--- src/rtl/core_pkg.sv ---
// core_pkg: shared opcode/control-bundle types and bubble constants for the RV32I core
package core_pkg;
  typedef enum logic [6:0] {
    OP_LUI    = 7'b0110111,
    OP_AUIPC  = 7'b0010111,
    OP_JAL    = 7'b1101111,
    OP_JALR   = 7'b1100111,
    OP_BRANCH = 7'b1100011,
    OP_LOAD   = 7'b0000011,
    OP_STORE  = 7'b0100011,
    OP_IMM    = 7'b0010011,
    OP_REG    = 7'b0110011,
    OP_SYSTEM = 7'b1110011
  } opcode_t;
  typedef struct packed {
    opcode_t     opcode;
    logic [4:0]  rd;
    logic [4:0]  rs1;
    logic [4:0]  rs2;
    logic        rs1_used;
    logic        rs2_used;
    logic        reg_write;
    logic        mem_write;
    logic        mem_read2;
    logic [31:0] pc;
  } instr_t;
  localparam instr_t INSTR_BUBBLE = '{opcode: OP_IMM, rd: 5'd0, rs1: 5'd0, rs2: 5'd0,
    rs1_used: 1'b0, rs2_used: 1'b0, reg_write: 1'b0, mem_write: 1'b0, mem_read2: 1'b0, pc: 32'd0};
  localparam logic [31:0] NOP_IR = 32'h00000013;
endpackage

--- src/rtl/pipe_stage_regs_pipe_reg.sv ---
// pipe_reg: stage register with hold enable and bubble-loading flush
module pipe_reg #(
  parameter int W = 1,
  parameter logic [W-1:0] BUBBLE = '0
) (
  input  logic         clk,
  input  logic         rst_n,
  input  logic         en,
  input  logic         flush,
  input  logic [W-1:0] d,
  output logic [W-1:0] q
);
  // reset and flush load the bubble; otherwise capture only when enabled
  always_ff @(posedge clk or negedge rst_n)
    if (!rst_n) q <= BUBBLE;
    else if (flush) q <= BUBBLE;
    else if (en) q <= d;
endmodule

--- src/rtl/pipe_stage_regs.sv ---
// pipe_stage_regs: IF/DEC, DEC/EX, EX/MEM, MEM/WB registers with hazard control and perf counters
module pipe_stage_regs
  import core_pkg::*;
#(
  parameter int XLEN = 32,
  parameter int CNT_W = 16,
  parameter int MAX_STALL = 2
) (
  input  logic            clk,
  input  logic            rst_n,
  input  logic [XLEN-1:0] if_pc,
  input  logic [31:0]     if_ir,
  input  logic            if_valid,
  input  instr_t          dec_instr,
  input  logic [XLEN-1:0] dec_rs1_data,
  input  logic [XLEN-1:0] dec_rs2_data,
  input  logic [XLEN-1:0] dec_imm,
  input  logic [XLEN-1:0] ex_alu_result,
  input  logic [XLEN-1:0] ex_store_data,
  input  logic [XLEN-1:0] mem_dout,
  input  logic            lw_stall,
  input  logic            if_flush,
  input  logic            dec_flush,
  input  logic            ex_flush,
  input  logic            br_taken,
  output logic            pc_we,
  output logic [XLEN-1:0] dec_pc,
  output logic [31:0]     dec_ir,
  output logic            dec_valid,
  output instr_t          ex_instr,
  output logic [XLEN-1:0] ex_rs1_data,
  output logic [XLEN-1:0] ex_rs2_data,
  output logic [XLEN-1:0] ex_imm,
  output logic            ex_valid,
  output instr_t          mem_instr,
  output logic [XLEN-1:0] mem_alu_result,
  output logic [XLEN-1:0] mem_store_data,
  output logic            mem_valid,
  output instr_t          wb_instr,
  output logic [XLEN-1:0] wb_alu_result,
  output logic [XLEN-1:0] wb_mem_dout,
  output logic            wb_valid,
  output logic [CNT_W-1:0] stall_cnt,
  output logic [CNT_W-1:0] flush_cnt,
  output logic            stall_err
);
  localparam int IW = $bits(instr_t);
  localparam int IF_W = XLEN + 33;
  localparam int DE_W = IW + 3 * XLEN + 1;
  localparam int EM_W = IW + 2 * XLEN + 1;
  localparam int RC_W = $clog2(MAX_STALL + 1);
  logic redir;
  logic [IF_W-1:0] if_q;
  logic [DE_W-1:0] de_q;
  logic [EM_W-1:0] em_q, mw_q;
  logic [RC_W-1:0] rc, rc_nxt;
  // a stalled branch has unresolved operands, so the stall masks any redirect
  assign redir = (br_taken | if_flush | dec_flush) & ~lw_stall;
  assign pc_we = rst_n & ~lw_stall;
  pipe_reg #(.W(IF_W), .BUBBLE({{XLEN{1'b0}}, NOP_IR, 1'b0})) u_if_dec (
    .clk(clk), .rst_n(rst_n), .en(~lw_stall), .flush(redir),
    .d({if_pc, if_ir, if_valid}), .q(if_q));
  pipe_reg #(.W(DE_W), .BUBBLE({INSTR_BUBBLE, {(3 * XLEN + 1){1'b0}}})) u_dec_ex (
    .clk(clk), .rst_n(rst_n), .en(~lw_stall), .flush(redir),
    .d({dec_instr, dec_rs1_data, dec_rs2_data, dec_imm, dec_valid}), .q(de_q));
  pipe_reg #(.W(EM_W), .BUBBLE({INSTR_BUBBLE, {(2 * XLEN + 1){1'b0}}})) u_ex_mem (
    .clk(clk), .rst_n(rst_n), .en(1'b1), .flush(lw_stall | ex_flush),
    .d({ex_instr, ex_alu_result, ex_store_data, ex_valid}), .q(em_q));
  pipe_reg #(.W(EM_W), .BUBBLE({INSTR_BUBBLE, {(2 * XLEN + 1){1'b0}}})) u_mem_wb (
    .clk(clk), .rst_n(rst_n), .en(1'b1), .flush(1'b0),
    .d({mem_instr, mem_alu_result, mem_dout, mem_valid}), .q(mw_q));
  assign {dec_pc, dec_ir, dec_valid} = if_q;
  assign {ex_instr, ex_rs1_data, ex_rs2_data, ex_imm, ex_valid} = de_q;
  assign {mem_instr, mem_alu_result, mem_store_data, mem_valid} = em_q;
  assign {wb_instr, wb_alu_result, wb_mem_dout, wb_valid} = mw_q;
  // consecutive-stall run length, saturating at the watchdog limit
  always_comb
    rc_nxt = !lw_stall ? '0 : (rc == RC_W'(MAX_STALL)) ? rc : rc + RC_W'(1);
  // saturating perf counters and sticky watchdog flag
  always_ff @(posedge clk or negedge rst_n)
    if (!rst_n) begin
      stall_cnt <= '0;
      flush_cnt <= '0;
      rc <= '0;
      stall_err <= 1'b0;
    end else begin
      if (lw_stall && !(&stall_cnt)) stall_cnt <= stall_cnt + CNT_W'(1);
      if (redir && !(&flush_cnt)) flush_cnt <= flush_cnt + CNT_W'(1);
      rc <= rc_nxt;
      if (lw_stall && rc_nxt == RC_W'(MAX_STALL)) stall_err <= 1'b1;
    end
endmodule

--- config.mk ---
export PLATFORM = sky130hd
export DESIGN_NAME = pipe_stage_regs
export DESIGN_NICKNAME = d
export VERILOG_FILES = /design/src/rtl/core_pkg.sv /design/src/rtl/pipe_stage_regs_pipe_reg.sv /design/src/rtl/pipe_stage_regs.sv
export SDC_FILE = /design/constraint.sdc
export NUM_CORES = 1
export LEC_CHECK = 0
export ABC_AREA = 1
export CAP_MARGIN = 15
export CELL_PAD_IN_SITES_DETAIL_PLACEMENT = 1
export CELL_PAD_IN_SITES_GLOBAL_PLACEMENT = 1
export CORE_AREA = 2 2 320 322
export DETAILED_ROUTE_END_ITERATION = 10
export DIE_AREA = 0 0 322 324
export PLACE_DENSITY = 0.54
export SYNTH_ARGS = -nofsm -noshare
export SYNTH_HDL_FRONTEND = slang
export SYNTH_SLANG_ARGS = --single-unit
--- constraint.sdc ---
create_clock -name clk -period 1.45 [get_ports clk]
set_clock_uncertainty 0.05 [all_clocks]
set_input_delay 0.145 -clock clk [delete_from_list [all_inputs] [get_ports clk]]
set_output_delay 0.145 -clock clk [all_outputs]
set_load 0.005 [all_outputs]
==> results by group, run 1 <==
Run status
  – Status: complete, but fails checks
  – Violated checks: setup timing

Setup path
  – Slowest stage delay, CP: 600 ps
  – Critical path origin: u_ex_mem.q[118]$_DFF_PN1_
  – R2R Path End: stall_cnt[10]$_DFFE_PN0P_
  – Critical Path RT: around 1300 ps
  – Setup slack, reg-to-reg: -70 ps
  – CP bufs+invs: 1
  – Reg2reg path depth: 9
  – Stages on the worst setup path: 1
  – Crit path launch type: flip-flop
  – Worst path slowest cell: dfstp_2
  – FF-to-FF Start: stall_cnt[1]$_DFFE_PN0P_
  – Top cell family by delay on the critical path: flip-flops
  – Critical path arrival: ~1400 ps
  – End of the critical path: mem_instr[53]
  – Critical Path, Cell by Cell: buf_12
  – CP max FO: 2
  – WS Path Type: reg -> out
  – Critical Path Sink Type: output pin

Global route
  – Total track usage: about 16%
  – Vias in the first global route: 19.1k
  – Initial antenna violation count: 9
  – Gr ovfl total: 0
  – Pin count of the biggest net entering global routing: 122
  – First-pass GRT wire length: between 100000 and 150000 µm

Place
  – PortBufs: roughly 830
  – Detailed placement HPWL: between 60000 and 70000 µm
  – Final GP Congestion: approximately 0.8
  – Post-Place Cell Area: roughly 0.029 mm²

Drt
  – DRC viols: 0
  – Total wire length: around 85000 µm
  – Routed Antenna Nets: 0
  – DRT Pass-1 Iters: 4
  – Initial drt markers: between 400 and 500
  – Vias/cell: a little under 4
  – DR vias: roughly 17k
  – Drt wl/cell: approximately 20 µm

Power and ir drop
  – Pwr per Cell Area: 1120 mW/mm²
  – Worst VDD drop: between 900 and 1000 µV
  – Lkg Pwr: approximately 16 nW

Timing
  – Worst relative slew slack: a little under half
  – Hold_ws: 42.8 ps
  – Hold Fails Final Rpt: 0
  – RSZ-0062 raised after global routing: true
  – Max Transition Viols Final: 0
  – Final period util: 109%
  – Fin crit period: roughly 1600 ps
  – Slew @ Worst Pin: about 780 ps
  – Max Fclk: roughly 630 MHz
  – Fin worst setup slack: -129 ps
  – Setup Viol. Count Final: 56

Final layout
  – Fin area: between 0.03 and 0.04 mm²
  – Most common cell after layout, fill and taps aside: dfrtp_1
  – Commonest cells after routing, fill and taps aside: dfrtp_1 (488), buf_2 (417), nand2_1 (394)
  – Ratio of cells with drive above 1 in the final layout: between 30 and 40%
  – Layout area overhead: 81.7%
  – Layout Nets: approximately 3.3k

Min path
  – Min-delay worst type: in -> reg

Die
  – Die area: roughly 0.10 mm²
  – Num ports: around 830
  – Core area: around 0.1 mm²
  – Row cnt: ~120
  – Die H: approximately 320 µm
  – Initial core utilization: between 10% and 20%
  – Die X: between 300 and 400 µm

Logic synthesis
  – Syn nets: between 2k and 2.5k
  – Synth Register Bits: between 500 and 600
  – Ys Warns: 0
  – Synthesized area: around 0.018 mm²
  – Mean Syn Cell Area: between 10 and 15 µm²
  – Post-Synthesis Cells: between 1.5k and 2k
  – Seq/Total Area, Yosys: between 70% and 80%
  – Unique masters post-synth: 31

Flow run
  – Max Cap Violations: 0

Clocking
  – Reg clk slew, reported paths: 60 ps
  – CTS Root Cell: clkbuf_16
  – Clock sink total: ~500
  – Worst-Skew Late Latency: about 650 ps
  – CTS max path bufs: 3
  – CTS Buf Count: between 50 and 60
  – CTS tree: done
  – Number of H-tree levels: 2
==> synthesized netlist by cell type (all sizes together) <==
| master | n | area (µm²) |
|---|---|---|
| nor3 | 2 | 10.0 |
| buf | 43 | 239 |
| nand3b | 2 | 15.0 |
| o21ai | 233 | 1180 |
| xor2 | 1 | 8.76 |
| ha | 3 | 37.5 |
| dfrtp | 492 | 12300 |
| xnor2 | 7 | 61.3 |
| and2 | 1 | 8.76 |
| o21bai | 1 | 7.51 |
| nand3 | 75 | 380 |
| inv | 166 | 623 |
| or2 | 3 | 18.8 |
| dfstp | 12 | 315 |
| nand2 | 444 | 1700 |
| nand4 | 15 | 93.8 |
| clkbuf | 45 | 170 |
| nor2 | 170 | 671 |
==> sequential cells by signal, summed over array words and instances, names as in the netlist <==
| name | flops |
|---|---|
| flush_cnt | 16 |
| rc | 2 |
| stall_cnt | 16 |
| stall_err | 1 |
| u_dec_ex.q | 156 |
| u_ex_mem.q | 124 |
| u_if_dec.q | 65 |
| u_mem_wb.q | 124 |
==> per-layer routing <==
| layer | track usage [%] | vias to the layer above | wire length [µm] | share of wire (%) |
|---|---|---|---|---|
| li1 | - | 7881 | - | - |
| met1 | 16.9 | 8396 | 31800 | 37 |
| met2 | 27.4 | 633 | 41900 | 49 |
| met3 | 6.16 | 151 | 7780 | 9.1 |
| met4 | 6.36 | 4 | 3510 | 4.1 |
| met5 | 0 | - | 27 | 0.032 |
==> per-stage QoR <==
step | setup WS, ps | TNS, ps | std cells | utilization (%) | total power [mW]
after floorplan | 0.146 | 0 | 1715 | - | 16.3
after detailed placement | -654 | -42670 | 3887 | 28.4 | 19.9
final | -129 | -1760 | 4341 | 32.1 | 36.3
after global placement | -642 | -34830 | 3887 | 28.4 | 19.8
after CTS | -201 | -5540 | 4312 | 31.6 | 36.6
after global routing | -203 | -7710 | 4341 | 32.1 | 38.0
==> logic make-up (layout without fill, tap and decap cells) <==
group | count (synthesis) | after routing | share of synthesized area (%)
other cells | 0 | 2 | 0
flops | 504 | 504 | 70.7
buf+inv | 254 | 1567 | 5.78
compound gates | 234 | 234 | 6.68
fa+ha+maj | 3 | 3 | 0.210
xor+xnor | 8 | 8 | 0.392
simple gates | 712 | 714 | 16.2
==> where the power goes <==
part | leakage (nW) | switching [mW] | total, mW | internal (mW)
Sequential | 6.78 | 0.351 | 15.0 | 14.6
Clock | 0.990 | 6.31 | 15.5 | 9.22
Combinational | 8.55 | 2.59 | 5.75 | 3.16
==> repair_timing <==
action                                  in CTS  in global routing
endpoints found under the setup margin     523                132
hold endpoints to repair                   691                  1
cloned                                       2                  0
setup buffers                              132                 30
hold buffers                               188                  1
resized for setup                         2141                103
pin swaps                                   29                 42
==> worst min-delay path by stage <==
stage / start / endpoint / slack, ps / cells after the start
after global placement: rst_n / flush_cnt[10]$_DFFE_PN0P_ / 120 / 2
after detailed placement: rst_n / flush_cnt[10]$_DFFE_PN0P_ / 120 / 2
after global routing: dec_rs1_data[3] / u_dec_ex.q[68]$_DFFE_PN0P_ / 9 / 3
after floorplan: rst_n / flush_cnt[0]$_DFFE_PN0P_ / -200 / 0
final: dec_rs1_data[11] / u_dec_ex.q[76]$_DFFE_PN0P_ / 40 / 3
after CTS: dec_rs2_data[0] / u_dec_ex.q[33]$_DFFE_PN0P_ / 0.2 / 3
==> area by class of cell <==
class,instances,area [µm²]
fill,11600,68600
sequential,504,12600
timing repair buffer,1294,10800
multi-input combinational,959,4720
clock buffer,83,1700
tap,1309,1640
inverter,166,636
clock inverter,24,329
antenna,2,5.00
Note: power is estimated with default switching activity, not from simulation.
==> run 2: changes to the inputs <==
--- a/config.mk
+++ b/config.mk
@@ -6,7 +6,6 @@
 export NUM_CORES = 1
 export LEC_CHECK = 0
 export ABC_AREA = 1
-export CAP_MARGIN = 15
 export CELL_PAD_IN_SITES_DETAIL_PLACEMENT = 1
 export CELL_PAD_IN_SITES_GLOBAL_PLACEMENT = 1
 export CORE_AREA = 2 2 320 322
==> results of run 2 <==
Same layout as run 1: the final DEF is identical, and so are final timing and power.
==> run 3: changes to the inputs <==
--- a/config.mk
+++ b/config.mk
@@ -11,7 +11,8 @@
 export CORE_AREA = 2 2 320 322
 export DETAILED_ROUTE_END_ITERATION = 10
 export DIE_AREA = 0 0 322 324
-export PLACE_DENSITY = 0.54
+export PLACE_DENSITY_LB_ADDON = 0.3
+export SKIP_LAST_GASP = 1
 export SYNTH_ARGS = -nofsm -noshare
 export SYNTH_HDL_FRONTEND = slang
 export SYNTH_SLANG_ARGS = --single-unit
==> run 3 against run 2 <==
Against the previous run:
- the flow still finishes with violations (setup timing)
- clock power increased by 6%
- setup slack got worse by 4.5 ps
- sequential share of layout area fell by 0.70 points
- register-to-register slack got worse by 60 ps
- non-clock buffer count is 72 higher
- routed wire length is 1.0% lower
- critical path depth is 9 higher
- clock-buffer cell count is 4 higher
- power increased by 2.4%
- largest power group unchanged
==> results by group, run 3 (synthesized netlist as in run 1, its figures left out) <==
Clocking
  – CTS tree: done
  – CTS Root Cell: clkbuf_16
  – Reg clk slew, reported paths: approximately 60 ps
  – CTS max path bufs: 3
  – Worst-Skew Late Latency: 650 ps
  – Clock sink total: slightly above 500
  – CTS Buf Count: 60
  – Number of H-tree levels: 2

Global route
  – Vias in the first global route: ~19k
  – Gr ovfl total: 0
  – Pin count of the biggest net entering global routing: 110
  – Total track usage: around 16%
  – First-pass GRT wire length: 123000 µm
  – Initial antenna violation count: 11

Power and ir drop
  – Internal: 27.9 mW
  – Psw: ~9.3 mW
  – Sw frac: between 20% and 30%
  – Comb pwr share: roughly 15%
  – Share of total power in sequential cells: between 40% and 50%
  – Clock power share: between 40% and 50%
  – Pwr per Cell Area: approximately 1100 mW/mm²
  – Lkg Pwr: 16.5 nW
  – Worst VDD drop: just under 900 µV

Timing
  – Hold Fails Final Rpt: 0
  – Setup Viol. Count Final: 76
  – Slew @ Worst Pin: 762 ps
  – Max Transition Viols Final: 0
  – Final period util: 109%
  – Worst relative slew slack: 49.2%
  – Fin crit period: 1580 ps
  – Fin worst setup slack: -133 ps
  – RSZ-0062 raised after global routing: true
  – Max Fclk: 632 MHz

Run status
  – Violated checks: setup timing
  – Status: complete, but fails checks

Die
  – Num ports: about 830
  – Core area: about 0.10 mm²
  – Initial core utilization: 17.7%
  – Die X: approximately 320 µm
  – Die H: 324 µm
  – Row cnt: ~120
  – Die area: between 0.1 and 0.15 mm²

Final layout
  – Layout area overhead: 85.1%
  – Ratio of cells with drive above 1 in the final layout: a little under a third
  – Commonest cells after routing, fill and taps aside: dfrtp_1 (486), buf_2 (419), nand2_1 (418)
  – Post-Layout Cell Count: around 4.4k
  – Largest regs: u_dec_ex.q: 156 flops, u_ex_mem.q: 124 flops, u_mem_wb.q: 124 flops
  – Largest reg by FF count: u_dec_ex.q
  – Most common cell after layout, fill and taps aside: dfrtp_1
  – Final core utilization: between 30% and 40%
  – Layout Nets: around 3.4k
  – Max reg flops: 156
  – Fill count: approximately 11k

Drt
  – Total wire length: ~84000 µm
  – Routed Antenna Nets: 0
  – Drt wl/cell: 19.0 µm
  – WL met1: between 30000 and 40000 µm
  – DR vias: between 15k and 20k
  – Initial drt markers: between 500 and 600
  – Vias/cell: around 3.9
  – Metal3 WL: 7150 µm
  – WL met2: roughly 42000 µm
  – DRC viols: 0
  – Uppermost layer routed: met5
  – DRT Pass-1 Iters: 4

Setup path
  – Critical Path RT: around 1900 ps
  – Setup slack, reg-to-reg: -130 ps
  – WS Path Type: reg -> reg
  – Critical path arrival: approximately 2100 ps
  – Critical Path Sink Type: flip-flop
  – Crit path launch type: flip-flop
  – CP max FO: 5

Flow run
  – Max Cap Violations: 0

Place
  – Detailed placement HPWL: approximately 60000 µm
  – PortBufs: 825
  – Cells after DPL: 3887
  – Setup slack at placement: -251 ps
  – Final GP Congestion: just under 0.8

Min path
  – Min-delay worst type: in -> reg
-- run 3: cell count changes in the layout (fill, tap and decap cells not counted), sizes merged, moves of 3 or more --
cell / delta
dlygate4sd3: +78
bufinv: +3
clkbuf: -7
diode: +6
buf: +4
-- run 3: per-stage QoR --
stage / power (mW) / TNS [ps] / area, µm² / hold slack (ps)
floorplan: 16.3 / 0 / 17900 / -201
global placement: 19.8 / -33870 / 28700 / 243
detailed placement: 19.9 / -37020 / 28700 / 239
CTS: 37.7 / -7010 / 32700 / 0.0915
global route: 38.9 / -9880 / 33100 / 30.8
finish: 37.2 / -3190 / 33100 / 57.7
-- run 3: final timing paths --
path / startpoint / to / cells after the start
max: stall_cnt[0]$_DFFE_PN0P_ / stall_cnt[12]$_DFFE_PN0P_ / 10
min: lw_stall / u_dec_ex.q[6]$_DFFE_PN0P_ / 4
max reg2reg: stall_cnt[0]$_DFFE_PN0P_ / stall_cnt[12]$_DFFE_PN0P_ / 10
min reg2reg: u_ex_mem.q[110]$_DFF_PN0_ / u_mem_wb.q[110]$_DFF_PN0_ / 0
max in group asynchronous: rst_n / u_dec_ex.q[21]$_DFFE_PN0P_ / 5
min in group asynchronous: rst_n / u_mem_wb.q[101]$_DFF_PN0_ / 4
-- run 3: area by class of cell --
| class | instances | area, µm² | area share, % |
|---|---|---|---|
| Inverter | 166 | 633 | 1.92 |
| Clock buffer | 87 | 1760 | 5.33 |
| Timing Repair Buffer | 1366 | 11500 | 34.8 |
| Multi-Input combinational cell | 959 | 4460 | 13.5 |
| Sequential cell | 504 | 12600 | 38.2 |
| Clock inverter | 24 | 393 | 1.19 |
| Tap cell | 1309 | 1640 | 4.95 |
| Antenna cell | 8 | 20.0 | 0.0606 |
-- run 3: power by group through the flow --
| stage | combinational, mW | clock, mW | sequential [mW] |
|---|---|---|---|
| after floorplan | 0.970 | 0 | 15.3 |
| after global placement | 4.48 | 0 | 15.3 |
| after detailed placement | 4.56 | 0 | 15.3 |
| after CTS | 5.56 | 17.2 | 15.0 |
| after global routing | 6.15 | 17.6 | 15.1 |
| final | 5.65 | 16.5 | 15.0 |
-- run 3: worst max-delay path, stage by stage (launching register included) --
cell	delay [ps]
dfrtp_1	390
buf_6	130
ha_4	130
inv_2	40
nor2_4	120
nand2_4	90
nor2_4	210
buf_6	130
nand3_2	40
nand2_1	70
nand2_1	60
-- run 3: repair_timing --
action	4_1_cts	5_1_grt
hold endpoints to repair	667	0
hold buffers	268	0
pin swaps	14	17
gates cloned	3	0
resized for setup	2142	54
setup endpoints to repair	531	132
setup buffers	124	24
-- run 3: routing by layer --
| layer | up-vias | global-route usage (%) |
|---|---|---|
| li1 | 8041 | - |
| met1 | 8537 | 17.6 |
| met2 | 603 | 27.2 |
| met3 | 119 | 5.64 |
| met4 | 2 | 5.33 |
| met5 | - | 0 |
